--- config.mk ---
export PLATFORM = sky130hd
export DESIGN_NAME = button_stepper
export DESIGN_NICKNAME = d
export VERILOG_FILES = /design/src/rtl/button_stepper.sv
export SDC_FILE = /design/constraint.sdc
export NUM_CORES = 1
export LEC_CHECK = 0
export BUFFER_PORTS_ARGS = -buffer_cell sky130_fd_sc_hd__clkbuf_2
export CORE_ASPECT_RATIO = 1.4
export CORE_MARGIN = 3
export CORE_UTILIZATION = 58
export DETAILED_ROUTE_END_ITERATION = 10
export GPL_TIMING_DRIVEN = 0
export PLACE_DENSITY = 0.83
export SLEW_MARGIN = 10
export SYNTH_ARGS = -nofsm -noshare
export SYNTH_HDL_FRONTEND = slang
export SYNTH_SLANG_ARGS = --single-unit
--- constraint.sdc ---
create_clock -name clk -period 2.4 [get_ports clk]
set_input_delay 0.48 -clock clk [delete_from_list [all_inputs] [get_ports clk]]
set_output_delay 0.48 -clock clk [all_outputs]
set_load 0.02 [all_outputs]
--- src/rtl/button_stepper.sv ---
// Debounced push-button stepper: steps Led up/down through [LO, HI] with wrap-around.
// Optional hold-to-repeat stepping is compiled in with BUTTON_STEPPER_AUTOREPEAT_EN.
module button_stepper #(
  parameter int WIDTH           = 2,
  parameter int LO              = 1,
  parameter int HI              = 3,
  parameter int RESET_STATE     = 0,
  parameter int DEBOUNCE_CYCLES = 100000,
  parameter int HOLD_CYCLES     = 50000000,
  parameter int REPEAT_CYCLES   = 10000000
) (
  input  logic             clk,
  input  logic             rst,
  input  logic             p,
  input  logic             dir,
  output logic [WIDTH-1:0] Led,
  output logic             step_pulse
);

  localparam int                DCNT_W    = $clog2(DEBOUNCE_CYCLES) + 1;
  localparam logic [DCNT_W-1:0] DCNT_LAST = DCNT_W'(DEBOUNCE_CYCLES - 1);
  localparam logic [WIDTH:0]    LO_X      = (WIDTH + 1)'(LO);
  localparam logic [WIDTH:0]    HI_X      = (WIDTH + 1)'(HI);
  localparam logic [WIDTH-1:0]  LO_W      = WIDTH'(LO);
  localparam logic [WIDTH-1:0]  HI_W      = WIDTH'(HI);

  logic              s1;
  logic              s2;
  logic              deb;
  logic [DCNT_W-1:0] dcnt;
  logic              accept;
  logic              press;
  logic              fall;
  logic              rep_step;
  logic              step;
  logic [WIDTH:0]    led_ext;
  logic [WIDTH-1:0]  led_next;

  always_ff @(posedge clk or negedge rst) begin
    if (!rst) begin
      s1 <= 1'b0;
      s2 <= 1'b0;
    end else begin
      s1 <= p;
      s2 <= s1;
    end
  end

  // A level change is accepted on the edge that completes DEBOUNCE_CYCLES of disagreement.
  always_comb begin
    accept = (s2 != deb) && (dcnt == DCNT_LAST);
    press  = accept && s2;
    fall   = accept && !s2;
    step   = press || rep_step;
  end

  // Extra bit keeps the range compares meaningful when HI is the all-ones state.
  assign led_ext = {1'b0, Led};

  always_comb begin
    led_next = Led;
    if (!dir) begin
      if ((led_ext >= HI_X) || (led_ext < LO_X)) led_next = LO_W;
      else                                        led_next = Led + WIDTH'(1);
    end else begin
      if ((led_ext <= LO_X) || (led_ext > HI_X)) led_next = HI_W;
      else                                        led_next = Led - WIDTH'(1);
    end
  end

  always_ff @(posedge clk or negedge rst) begin
    if (!rst) begin
      deb        <= 1'b0;
      dcnt       <= '0;
      Led        <= WIDTH'(RESET_STATE);
      step_pulse <= 1'b0;
    end else begin
      if (s2 == deb) begin
        dcnt <= '0;
      end else if (accept) begin
        deb  <= s2;
        dcnt <= '0;
      end else begin
        dcnt <= dcnt + DCNT_W'(1);
      end
      step_pulse <= step;
      if (step) Led <= led_next;
    end
  end

`ifdef BUTTON_STEPPER_AUTOREPEAT_EN
  localparam int                HCNT_W    = $clog2(HOLD_CYCLES) + 1;
  localparam int                RCNT_W    = $clog2(REPEAT_CYCLES) + 1;
  localparam logic [HCNT_W-1:0] HCNT_LAST = HCNT_W'(HOLD_CYCLES - 1);
  localparam logic [RCNT_W-1:0] RCNT_LAST = RCNT_W'(REPEAT_CYCLES - 1);

  logic [HCNT_W-1:0] hcnt;
  logic [RCNT_W-1:0] rcnt;
  logic              repeating;

  // deb is still 0 on the press edge, so counting starts on the following cycle.
  always_comb begin
    rep_step = 1'b0;
    if (deb && !fall) begin
      if (repeating) rep_step = (rcnt == RCNT_LAST);
      else           rep_step = (hcnt == HCNT_LAST);
    end
  end

  always_ff @(posedge clk or negedge rst) begin
    if (!rst) begin
      hcnt      <= '0;
      rcnt      <= '0;
      repeating <= 1'b0;
    end else if (!deb || fall) begin
      hcnt      <= '0;
      rcnt      <= '0;
      repeating <= 1'b0;
    end else if (repeating) begin
      rcnt <= rep_step ? '0 : rcnt + RCNT_W'(1);
    end else if (rep_step) begin
      hcnt      <= '0;
      repeating <= 1'b1;
    end else begin
      hcnt <= hcnt + HCNT_W'(1);
    end
  end
`else
  // Hold/repeat timing is inert in this build; legal values make this constant 0.
  assign rep_step = (HOLD_CYCLES < 0) && (REPEAT_CYCLES < 0);
`endif

endmodule
==> impl_metrics.toml <==
[outcome]
run_status = "finished, final reports clean"

[clocking]
clk-insertion-delay-late_ps = 310
cts_buffers = 3
cts_sinks = 24
path_clk_slew_ps = 130
cts_resized = 0
cts_max_path_buffers = 2
cts_tree = "yes"
root_buffer = "clkbuf_4"
post_cts_buffers = 0
cts_max_level = 1
cts_hold_buf = 0

[synthesis]
netlist_top_cells_area = "dfrtp_1 (49%), nor2_1 (5.8%), xnor2_1 (5.7%), xor2_1 (5.7%), ha_1 (4.1%)"
ys_seq_area_frac = 0.492
syn-instance-count = 113
yosys_register_bits = 24
yosysTopAreaCellShare = 0.492
synth_ff_type = "dfrtp_1"
ys_types = 27
yosysWarnings = 0
yosys.area.top_type = "dfrtp_1"
synth_edf_count = 0
netlist_area_sq_um = 1220
synth_fp_nets = 121
ys_async_sr_fraction = 1.00
syn_avg_cell_area_sq_um = 10.8

[sta]
finalSetupViolations = 0
slew_headroom = 0.616
drv_slew = 0
fin_crit_ps = 2180
worst-slew-pin-transition_ps = 577
tns_ps = 0
rsz0062_at_grt = "no"
fmax_mhz = 459
min_period_over_period = 0.909
final_hold_viol_count = 0
finalClockSkew_ps = 14.1
whs_ps = 134

[floorplanning]
start_util = 0.619
chipWidth_um = 44.8
fp.coreArea_sq_um = 1970
ios = 7
die_y_um = 60.3
die_area_sq_um = 2700
row_count = 19

[worst_setup_path]
worstSetupPathType = "reg -> reg"
start_kind = "register"
cp-end-kind = "register"
critPathRequiredTime_ps = 2620
crit_fanout = 10
worst_ep_arrival_time_ps = 2400
ff2ff_setup_slack_ps = 220
r2r_cells = 6

[global_route]
grt_pass1_wl_mm = 3.54
grt_pass1_vias = 865
grt_max_degree = 25
grt_remaining_overflow = 0
antenna_found_initial = 0
track_usage = 0.178

[power]
p_leak_uw = 0.000555
combPwrFrac = 0.048
power_density_nw_per_um2 = 475
p_clk_frac = 0.277
seq_power_share = 0.675
irDropWorstVdd_v = 0.000339
cell_internal_pwr_uw = 479
swShare = 0.224
total_power_uw = 617
p_switching_uw = 138

[routing]
num_vias = 875
final_antenna_net_count = 0
drc_errors = 0
wl_per_cell_um = 15.3
drtPass1Iterations = 4
vias_per_cell = 6.12
wirelength_mm = 2.19
dr.first_iter.drc_count = 21

[cells_and_area]
fin_cells = 143
drive_above_1_share = 0.148
final_common_cell = "dfrtp_1"
antenna_cells = 0
mostFrequentLayoutCells = "dfrtp_1 (24), nor2_1 (19), nand4_1 (8), xor2_1 (8), xnor2_1 (8)"
fillers = 160
syn_to_final_growth_pct = 6.46
fin_nets = 132
postLayoutCellArea_sq_um = 1300

[place]
hpwlAfterDp_mm = 1.60
placed_cells = 140
gp_congestion = 0.787
portBuffers = 6
place_area_sq_um = 1280

[flow_run]
maxCapViolations = 0

[hold_path]
min_path_type = "in -> async"
[cells in the mapped netlist, drive strengths merged, types with 2 or more instances]
master and number:
dfrtp 24, nor2 19, nand4 9, xnor2 8, xor2 8, nor4 7
nand3 5, ha 4, inv 4, nand2 4, mux2 3, or4 3
and4 2, clkbuf 2, mux2i 2, nor3 2, o31ai 2
[critical path, stage by stage (launching register included)]
cell     delay, ps
dfrtp_1        430
ha_1           290
nand4_4        170
or4_4          490
o31ai_4        420
buf_6          210
nor2_1          60
[through the flow]
stage	setup slack, ps	utilization
finish	219	0.659
global route	91.1	0.659
CTS	217	0.659
detailed placement	234	0.647
global placement	276	0.647
floorplan	505	-
[path summary, 6_finish.rpt]
check / from / endpoint
min in group clk: p / s1
worst min-delay path: rst / dcnt[11]
worst max register to register: dcnt[0] / dcnt[10]
worst min register to register: s1 / s2
max in group asynchronous: rst / deb
worst max-delay path: dcnt[0] / dcnt[10]
[power groups by stage]
stage,clock network (uW),registers [uW],logic [uW]
2_1_floorplan,0,423,17.0
3_3_place_gp,0,424,29.7
3_5_place_dp,0,424,30.5
4_1_cts,174,417,30.6
5_1_grt,186,418,34.1
6_report,171,417,29.8
[state kept, by name, summed over array words and instances, names as in the netlist]
signal	count
deb	1
s1	1
step_pulse	1
s2	1
Led	2
dcnt	18
[cell families (layout without fill, tap and decap cells)]
| family | count (synthesis) | count (layout) | synth area share |
|---|---|---|---|
| AOI/OAI and AO/OA | 3 | 3 | 0.0277 |
| xor gates and xnor gates | 16 | 16 | 0.115 |
| adders and majority gates | 4 | 4 | 0.0410 |
| buffers and inverters | 7 | 16 | 0.0287 |
| DFF | 24 | 24 | 0.492 |
| muxes | 5 | 5 | 0.0441 |
| and+or+nand+nor | 54 | 54 | 0.252 |
[routing by layer]
metal	global-route usage	part of all wire
met1	0.199	0.42
met2	0.324	0.53
met3	0.0241	0.035
met4	0.0837	0.015
met5	0	0
[cell type report]
cell class | count | area [sq um] | area share
Multi-Input combinational cell | 82 | 586 | 0.450
Tap cell | 21 | 26.3 | 0.0202
Buffer | 3 | 20.0 | 0.0154
Inverter | 4 | 15.0 | 0.0115
Clock buffer | 3 | 22.5 | 0.0173
Timing Repair Buffer | 6 | 30.0 | 0.0231
Sequential cell | 24 | 601 | 0.462
(Power assumes the default switching activity.)
